## src/rtl/data_process_controller_if.sv

```systemverilog
// Bundle of datapath-facing signals for the data-processing instruction controller.
// The controller takes the slave side; whoever drives the instruction/ALU side takes the master side.
interface data_process_controller_if;
  logic        start;
  logic [31:0] inst;
  logic [31:0] pc_data;
  logic        alu_zero;
  logic        alu_neg;
  logic        alu_ovf;
  logic        shft_carry;
  logic        rd_pc;
  logic        rd_inst;
  logic        rd_1;
  logic        rd_2;
  logic        rd_3;
  logic        shft_en;
  logic        alu_en;
  logic        wr_reg_file;
  logic        wr_pc;
  logic [31:0] pc_next;
  logic        carry_flag;
  logic [3:0]  flags;
  logic        busy;
  logic        done;

  modport master (
    output start, inst, pc_data, alu_zero, alu_neg, alu_ovf, shft_carry,
    input  rd_pc, rd_inst, rd_1, rd_2, rd_3, shft_en, alu_en, wr_reg_file, wr_pc,
    input  pc_next, carry_flag, flags, busy, done
  );

  modport slave (
    input  start, inst, pc_data, alu_zero, alu_neg, alu_ovf, shft_carry,
    output rd_pc, rd_inst, rd_1, rd_2, rd_3, shft_en, alu_en, wr_reg_file, wr_pc,
    output pc_next, carry_flag, flags, busy, done
  );
endinterface

```

## src/rtl/data_process_controller.sv

```systemverilog
// Six-cycle sequencer for one ARM-style data-processing instruction, with flag latching.
// Define COND_EXEC_EN to evaluate the cond field against the latched flags; otherwise every instruction executes.
module data_process_controller (
  input logic                      clk,
  input logic                      rst,
  data_process_controller_if.slave bus
);

  typedef enum logic [6:0] {
    IDLE       = 7'b0000001,
    FETCH_PC   = 7'b0000010,
    FETCH_INST = 7'b0000100,
    READ       = 7'b0001000,
    SHIFT      = 7'b0010000,
    EXEC       = 7'b0100000,
    WB         = 7'b1000000
  } state_e;

  state_e      state_q, state_d;
  logic [31:0] inst_q, inst_d;
  logic [31:0] pc_next_q, pc_next_d;
  logic [3:0]  flags_q, flags_d;
  logic        cond_ok_q, cond_ok_d;
  logic        cond_pass;

  logic rd_pc, rd_inst, rd_1, rd_2, rd_3, shft_en, alu_en, wr_reg_file, wr_pc, done;

`ifdef COND_EXEC_EN
  logic nf, zf, cf, vf;
  assign {nf, zf, cf, vf} = flags_q;

  always_comb begin
    cond_pass = 1'b0;
    case (inst_q[31:28])
      4'h0: cond_pass = zf;
      4'h1: cond_pass = !zf;
      4'h2: cond_pass = cf;
      4'h3: cond_pass = !cf;
      4'h4: cond_pass = nf;
      4'h5: cond_pass = !nf;
      4'h6: cond_pass = vf;
      4'h7: cond_pass = !vf;
      4'h8: cond_pass = cf && !zf;
      4'h9: cond_pass = !cf || zf;
      4'hA: cond_pass = (nf == vf);
      4'hB: cond_pass = (nf != vf);
      4'hC: cond_pass = !zf && (nf == vf);
      4'hD: cond_pass = zf || (nf != vf);
      4'hE: cond_pass = 1'b1;
      default: cond_pass = 1'b0;
    endcase
  end

  logic unused_inst;
  assign unused_inst = ^{inst_q[27:26], inst_q[22:21], inst_q[19:5], inst_q[3:0]};
`else
  assign cond_pass = 1'b1;

  logic unused_inst;
  assign unused_inst = ^{inst_q[31:28], inst_q[27:26], inst_q[22:21], inst_q[19:5], inst_q[3:0]};
`endif

  always_ff @(posedge clk) begin
    if (rst) begin
      state_q   <= IDLE;
      inst_q    <= '0;
      pc_next_q <= '0;
      flags_q   <= '0;
      cond_ok_q <= 1'b0;
    end else begin
      state_q   <= state_d;
      inst_q    <= inst_d;
      pc_next_q <= pc_next_d;
      flags_q   <= flags_d;
      cond_ok_q <= cond_ok_d;
    end
  end

  always_comb begin
    state_d     = state_q;
    inst_d      = inst_q;
    pc_next_d   = pc_next_q;
    flags_d     = flags_q;
    cond_ok_d   = cond_ok_q;
    rd_pc       = 1'b0;
    rd_inst     = 1'b0;
    rd_1        = 1'b0;
    rd_2        = 1'b0;
    rd_3        = 1'b0;
    shft_en     = 1'b0;
    alu_en      = 1'b0;
    wr_reg_file = 1'b0;
    wr_pc       = 1'b0;
    done        = 1'b0;
    case (state_q)
      IDLE: if (bus.start) state_d = FETCH_PC;
      FETCH_PC: begin
        rd_pc     = 1'b1;
        pc_next_d = bus.pc_data + 32'd4;
        state_d   = FETCH_INST;
      end
      FETCH_INST: begin
        rd_inst = 1'b1;
        inst_d  = bus.inst;
        state_d = READ;
      end
      READ: begin
        rd_1    = 1'b1;
        rd_2    = 1'b1;
        rd_3    = !inst_q[25] && inst_q[4];
        state_d = SHIFT;
      end
      SHIFT: begin
        shft_en = 1'b1;
        state_d = EXEC;
      end
      EXEC: begin
        alu_en = 1'b1;
        // Condition is judged on the pre-update flags and carried into WB.
        cond_ok_d = cond_pass;
        if (inst_q[20] && cond_pass)
          flags_d = {bus.alu_neg, bus.alu_zero, bus.shft_carry, bus.alu_ovf};
        state_d = WB;
      end
      WB: begin
        wr_pc       = 1'b1;
        done        = 1'b1;
        // TST/TEQ/CMP/CMN (opcode 10xx) only set flags.
        wr_reg_file = cond_ok_q && (inst_q[24:23] != 2'b10);
        state_d     = bus.start ? FETCH_PC : IDLE;
      end
      default: state_d = IDLE;
    endcase
  end

  assign bus.rd_pc       = rd_pc;
  assign bus.rd_inst     = rd_inst;
  assign bus.rd_1        = rd_1;
  assign bus.rd_2        = rd_2;
  assign bus.rd_3        = rd_3;
  assign bus.shft_en     = shft_en;
  assign bus.alu_en      = alu_en;
  assign bus.wr_reg_file = wr_reg_file;
  assign bus.wr_pc       = wr_pc;
  assign bus.done        = done;
  assign bus.busy        = (state_q != IDLE);
  assign bus.pc_next     = pc_next_q;
  assign bus.flags       = flags_q;
  assign bus.carry_flag  = flags_q[1];

endmodule

```

## src/flat_wrapper.sv

```systemverilog
// flat-port wrapper written by rule: the top's interface ports become plain ports
module data_process_controller_flat 
  (clk, rst, bus_start, bus_inst, bus_pc_data, bus_alu_zero, bus_alu_neg, bus_alu_ovf, bus_shft_carry, bus_rd_pc, bus_rd_inst, bus_rd_1, bus_rd_2, bus_rd_3, bus_shft_en, bus_alu_en, bus_wr_reg_file, bus_wr_pc, bus_pc_next, bus_carry_flag, bus_flags, bus_busy, bus_done);
  data_process_controller_if bus_i ();
  input logic clk;
  input logic rst;
  input wire logic [$bits(bus_i.start)-1:0] bus_start;
  input wire logic [$bits(bus_i.inst)-1:0] bus_inst;
  input wire logic [$bits(bus_i.pc_data)-1:0] bus_pc_data;
  input wire logic [$bits(bus_i.alu_zero)-1:0] bus_alu_zero;
  input wire logic [$bits(bus_i.alu_neg)-1:0] bus_alu_neg;
  input wire logic [$bits(bus_i.alu_ovf)-1:0] bus_alu_ovf;
  input wire logic [$bits(bus_i.shft_carry)-1:0] bus_shft_carry;
  output wire logic [$bits(bus_i.rd_pc)-1:0] bus_rd_pc;
  output wire logic [$bits(bus_i.rd_inst)-1:0] bus_rd_inst;
  output wire logic [$bits(bus_i.rd_1)-1:0] bus_rd_1;
  output wire logic [$bits(bus_i.rd_2)-1:0] bus_rd_2;
  output wire logic [$bits(bus_i.rd_3)-1:0] bus_rd_3;
  output wire logic [$bits(bus_i.shft_en)-1:0] bus_shft_en;
  output wire logic [$bits(bus_i.alu_en)-1:0] bus_alu_en;
  output wire logic [$bits(bus_i.wr_reg_file)-1:0] bus_wr_reg_file;
  output wire logic [$bits(bus_i.wr_pc)-1:0] bus_wr_pc;
  output wire logic [$bits(bus_i.pc_next)-1:0] bus_pc_next;
  output wire logic [$bits(bus_i.carry_flag)-1:0] bus_carry_flag;
  output wire logic [$bits(bus_i.flags)-1:0] bus_flags;
  output wire logic [$bits(bus_i.busy)-1:0] bus_busy;
  output wire logic [$bits(bus_i.done)-1:0] bus_done;
  assign bus_i.start = bus_start;
  assign bus_i.inst = bus_inst;
  assign bus_i.pc_data = bus_pc_data;
  assign bus_i.alu_zero = bus_alu_zero;
  assign bus_i.alu_neg = bus_alu_neg;
  assign bus_i.alu_ovf = bus_alu_ovf;
  assign bus_i.shft_carry = bus_shft_carry;
  assign bus_rd_pc = bus_i.rd_pc;
  assign bus_rd_inst = bus_i.rd_inst;
  assign bus_rd_1 = bus_i.rd_1;
  assign bus_rd_2 = bus_i.rd_2;
  assign bus_rd_3 = bus_i.rd_3;
  assign bus_shft_en = bus_i.shft_en;
  assign bus_alu_en = bus_i.alu_en;
  assign bus_wr_reg_file = bus_i.wr_reg_file;
  assign bus_wr_pc = bus_i.wr_pc;
  assign bus_pc_next = bus_i.pc_next;
  assign bus_carry_flag = bus_i.carry_flag;
  assign bus_flags = bus_i.flags;
  assign bus_busy = bus_i.busy;
  assign bus_done = bus_i.done;
  data_process_controller u_core (.clk(clk), .rst(rst), .bus(bus_i));
endmodule
```

## config.mk

```make
export PLATFORM = sky130hd
export DESIGN_NAME = data_process_controller_flat
export DESIGN_NICKNAME = d
export VERILOG_FILES = /design/src/rtl/data_process_controller_if.sv /design/src/rtl/data_process_controller.sv /design/src/flat_wrapper.sv
export SDC_FILE = /design/constraint.sdc
export NUM_CORES = 1
export LEC_CHECK = 0
export ABC_AREA = 1
export BUFFER_PORTS_ARGS = -buffer_cell sky130_fd_sc_hd__clkbuf_2
export CAP_MARGIN = 20
export CELL_PAD_IN_SITES_DETAIL_PLACEMENT = 1
export CELL_PAD_IN_SITES_GLOBAL_PLACEMENT = 2
export CORE_MARGIN = 1.5
export CORE_UTILIZATION = 24
export CTS_BUF_LIST = sky130_fd_sc_hd__clkbuf_4 sky130_fd_sc_hd__clkbuf_8
export CTS_CLUSTER_SIZE = 14
export DETAILED_ROUTE_END_ITERATION = 12
export PLACE_DENSITY = 0.89
export RECOVER_POWER = 50
export SYNTH_ARGS = -nofsm -noshare
export SYNTH_HDL_FRONTEND = slang
export SYNTH_SLANG_ARGS = --single-unit
export TNS_END_PERCENT = 100
```

## constraint.sdc

```tcl
create_clock -name clk -period 1.8 [get_ports clk]
set_input_delay 0.54 -clock clk [delete_from_list [all_inputs] [get_ports clk]]
set_output_delay 0.54 -clock clk [all_outputs]
set_load 0.005 [all_outputs]
```

# [Word level (Yosys, flattened, before mapping)]
# Cells that the tools add are included.
[classes] add_sub_neg=1 n_eq_ne=10 reduce_logical=4 mux=11
[ops] op="7-bit case mux with 7 select lines" n=1
[ops] op="32-bit by 3-bit adder with 32-bit output, second input constant" n=1
[ops] op="1-bit 2-to-1 mux" n=8
[ops] op="7-bit by 1-bit == test with 1-bit output, second input constant" n=1
[ops] op="7-bit by 2-bit == test with 1-bit output, second input constant" n=1
[ops] op="7-bit by 3-bit == test with 1-bit output, second input constant" n=1
[ops] op="7-bit by 4-bit == test with 1-bit output, second input constant" n=1
[ops] op="7-bit by 5-bit == test with 1-bit output, second input constant" n=1
[ops] op="7-bit by 6-bit == test with 1-bit output, second input constant" n=1
[ops] op="7-bit == test, second input constant" n=1
[ops] op="7-bit 2-to-1 mux" n=1
[ops] op="7-bit by 1-bit != test with 1-bit output, second input constant" n=1
[ops] op="2-bit != test, second input constant" n=2
[ops] op="1-bit logical AND" n=2
[ops] op="2-bit 2-to-1 mux" n=1
[ops] op="2-bit AND reduction" n=1
[ops] op="1-bit zero test" n=1
[totals] word_cells=31 ff_bits=70 out_inout_bits=48

# [Depth between registers and ports, before layout]
[depth] depth_word=3 ltp_mapped=10

# [Least setup slack after synthesis]
# Ideal clock, no wire load.
[synth_timing] path_type="reg2out" startpoint="reg u_core.state_q[2]" endpoint="out bus_wr_reg_file" t_arrival_ns=1.103 required_time_ns=1.260 n_path_buf=0 path_stages_with_launch=6 setup_slack_ns=0.157 path_cell_list="dfxtp_1 > nor2_2 > nand2_1 > nor2_1 > nand2_1 > a21oi_1"
[synth_via] elab_chain_len=2
[synth_rtl] item="from (decl)" line="data_process_controller.sv:19" text="state_e state_q, state_d;"
[synth_rtl] item="from (signal assigned)" line="data_process_controller.sv:71" text="state_q <= state_d;"
[synth_rtl] item="7-bit == test" line="data_process_controller.sv:95" text="case (state_q)"
[synth_rtl] item="1-bit 2-to-1 mux" line="data_process_controller.sv:95"
[synth_rtl] item="to (decl)" line="flat_wrapper.sv:21" text="output wire logic [$bits(bus_i.wr_reg_file)-1:0] bus_wr_reg_file;"
# No other way between the ends.

# [Worst setup path after layout]
[layout_timing] startpoint="reg u_core.state_q[4]" endpoint="out bus_rd_3"
[layout_via] elab_chain_len=2
[layout_rtl] item="7-bit by 4-bit == test with 1-bit output" line="data_process_controller.sv:95"
[layout_rtl] item="1-bit 2-to-1 mux" line="data_process_controller.sv:95"
[layout_rtl] item="to (decl)" line="flat_wrapper.sv:18" text="output wire logic [$bits(bus_i.rd_3)-1:0] bus_rd_3;"
# No other way between the ends.

==> flow_metrics.tcl <==
set metrics [dict create \
    violations "setup timing" \
    p_int_mw 1.57 \
    hold_viol 0 \
    via_count 3157 \
    fill_cells 1504 \
    grtUsageTotal 0.162 \
    grt_pass1_vias 3320 \
    multiInputGateArea_mm2 0.00160 \
    n_antenna_cell 0 \
    clock_sinks 49 \
    core_area_mm2 0.0114 \
    pre_cts_slack_ns 0.00996 \
    sw_frac_of_total 0.308 \
    grt_first_pass_wirelength_mm 16.2 \
    path_cells "inv_2 > nand2_2 > nor2_4 > nand3_4 > nor3b_2 > clkbuf_2" \
    path_class "flip-flop to primary output" \
    synth_area_mm2 0.00282 \
    die_h_um 111 \
    cts_root_buf "clkbuf_8" \
    postSynthAreaPerCell_um2 6.28 \
    worst_pin_slew_ns 0.236 \
    grt_antenna_before_repair 0 \
    drcViolationCount 0 \
    cp.required_ns 1.26 \
    crit_arrival_ns 1.40 \
    fmax_mhz 517 \
    dieArea_mm2 0.0124 \
    slowest_delay_ns 0.35 \
    clk_latency_ns 0.33 \
    die_w_um 111 \
    ys_seq_area_frac 0.348 \
    p_sw_mw 0.698 \
    combPwrFrac 0.169 \
    place_inst 684 \
    clk_pin_slew_ns 0.11 \
    pwr-share-seq 0.503 \
    hold_path.class "primary input to flip-flop" \
    cts_tree "done" \
    nets 633 \
    worst-path-buf-inv 2 \
    cp_max_fo 3 \
    critical-path-slowest-cell "dfxtp_2" \
    area_delta_synth_final_pct 34.3 \
    setup_violations 9 \
    vias_per_cell 4.48 \
    routed_wl_mm 9.57 \
    synth_nets 521 \
    status "finished with violations" \
    drt-initial-drc-count 155 \
    p_clk_frac 0.328 \
    cts_htree_levels 2 \
    slew_viol_final 0 \
    drt_pass1_iterations 4 \
    ctsHoldBuffers 0 \
    cts_buffers 5 \
    netlist-cell-type-count 31 \
    synth.ff_latch_count 49 \
    critical_path.startpoint_type "flip-flop" \
    overflow 0 \
    cp-end-kind "primary output" \
    final_cell_mix "nor2_1, nand2_1, clkbuf_2" \
    regArea_um2 991 \
    fin_worst_skew_ns 0.0124 \
    io_buffers 91 \
    final_core_util 0.332 \
    layout_commonest_cell "nor2_1" \
    clk_path_buf_depth 2 \
    maxSlewHeadroom 0.842 \
    initial_utilization 0.247 \
    rows 39 \
    finalCriticalPeriod_ns 1.94 \
    pin_count 119 \
    rsz0062_at_grt "yes" \
    max_cap_viol_count 0 \
    synth_warnings 0 \
    power_density_mw_per_mm2 599 \
    hpwlAfterDp_mm 7.46 \
    tns_ns -0.672 \
    crit_family "simple AND/OR/NAND/NOR gates" \
    rrSetupSlack_ns 0.10 \
    wl_per_cell_um 13.6 \
    gp_congestion 0.825 \
    antenna_left 0 \
    grt_max_degree 41 \
    setup_slack_ns -0.135 \
    leakage_nw 1.92 \
    fin_cells 705 \
    final_layout_size_suffix_gt1_frac 0.297 \
    vdd_ir_drop_max_uv 327 \
    synthCells 449 \
    finalCritPeriodShare 1.08 \
]
==> registers in the layout, indices dropped and copies added, names as in the netlist <==
name                count
u_core.bus.pc_next     32
u_core.bus.flags        4
u_core.inst_q           5
u_core.cond_ok_q        1
u_core.state_q          7
==> tightest hold or removal path, delay by kind of cell <==
family / cells / cell delay, ns
buf+inv: 1 / 0.08
simple gates: 2 / 0.12
==> timing repair <==
item                                    CTS  global route
gates resized for setup                  20            15
endpoints found under the setup margin   11            11
setup buffers                            11             2
pin swaps                                 9             7
endpoints found under the hold margin     0             0
==> cell usage after synthesis <==
cell | n | area [um2]
nand3b_1 | 1 | 7.51
nand3b_2 | 1 | 11.3
nor3b_1 | 1 | 7.51
o21bai_1 | 2 | 15.0
inv_1 | 56 | 210
buf_2 | 1 | 5.00
buf_6 | 3 | 33.8
nor2_1 | 111 | 417
nand2_2 | 2 | 12.5
nand3_1 | 37 | 185
clkbuf_1 | 4 | 15.0
or2_1 | 1 | 6.26
nand2_1 | 102 | 383
nor2_4 | 3 | 33.8
nor2_2 | 4 | 25.0
nand4_1 | 2 | 12.5
o21ai_1 | 8 | 40.0
inv_2 | 1 | 3.75
dfxtp_1 | 49 | 981
xnor2_1 | 2 | 17.5
a21oi_1 | 13 | 65.1
buf_4 | 5 | 37.5
buf_1 | 1 | 3.75
a211oi_2 | 1 | 12.5
ha_1 | 1 | 12.5
nand2_4 | 2 | 22.5
o21ai_0 | 23 | 115
nor2_8 | 3 | 60.1
and2_1 | 1 | 6.26
xor2_1 | 6 | 52.6
nor3_1 | 2 | 10.0
==> layer usage <==
metal	GRT usage	vias to the layer above	routed length (um)
li1	-	1606	-
met1	0.197	1484	4260
met2	0.295	60	4910
met3	0.0321	7	306
met4	0.0371	0	91
met5	0	-	0
==> through the flow <==
stage | total power [mW] | area, um2 | hold slack (ns)
2_1_floorplan | 1.35 | 2820 | 0.430
3_3_place_gp | 1.52 | 3480 | 0.440
3_5_place_dp | 1.53 | 3480 | 0.455
4_1_cts | 2.32 | 3720 | 0.424
5_1_grt | 2.42 | 3790 | 0.437
6_report | 2.27 | 3790 | 0.438
==> cell type report <==
cell class	count	share of cell area
inverter	57	0.0572
tap	143	0.0473
clock buffer	5	0.0182
clock inverter	3	0.00760
multi-input combinational	329	0.423
timing repair buffer	119	0.185
sequential	49	0.262
==> power by group through the flow <==
stage | sequential, mW | combinational [mW] | clock [mW]
finish | 1.14 | 0.383 | 0.744
global route | 1.15 | 0.435 | 0.834
detailed placement | 1.16 | 0.363 | 0
floorplan | 1.16 | 0.184 | 0
CTS | 1.14 | 0.383 | 0.794
global placement | 1.16 | 0.355 | 0
==> path summary, 6_finish.rpt <==
check,startpoint,end,depth (start not counted)
setup / recovery,u_core.state_q[4]$_SDFFE_PP0P_,bus_rd_3,6
hold / removal,bus_pc_data[1],u_core.bus.pc_next[1]$_SDFFE_PP0P_,3
setup reg to reg,u_core.state_q[1]$_SDFFE_PP0P_,u_core.bus.pc_next[17]$_SDFFE_PP0P_,12
hold reg to reg,u_core.inst_q[23]$_SDFFE_PP0P_,u_core.inst_q[23]$_SDFFE_PP0P_,2
==> kinds of logic (layout without fill, tap and decap cells) <==
family | count (synthesis) | after routing | synth area share
simple gates | 273 | 273 | 0.425
buf+inv | 71 | 184 | 0.110
flops | 49 | 49 | 0.348
compound gates | 47 | 47 | 0.0878
xor+xnor | 8 | 8 | 0.0248
fa+ha+maj | 1 | 1 | 0.00444
Power figures use the tool's default switching activity.
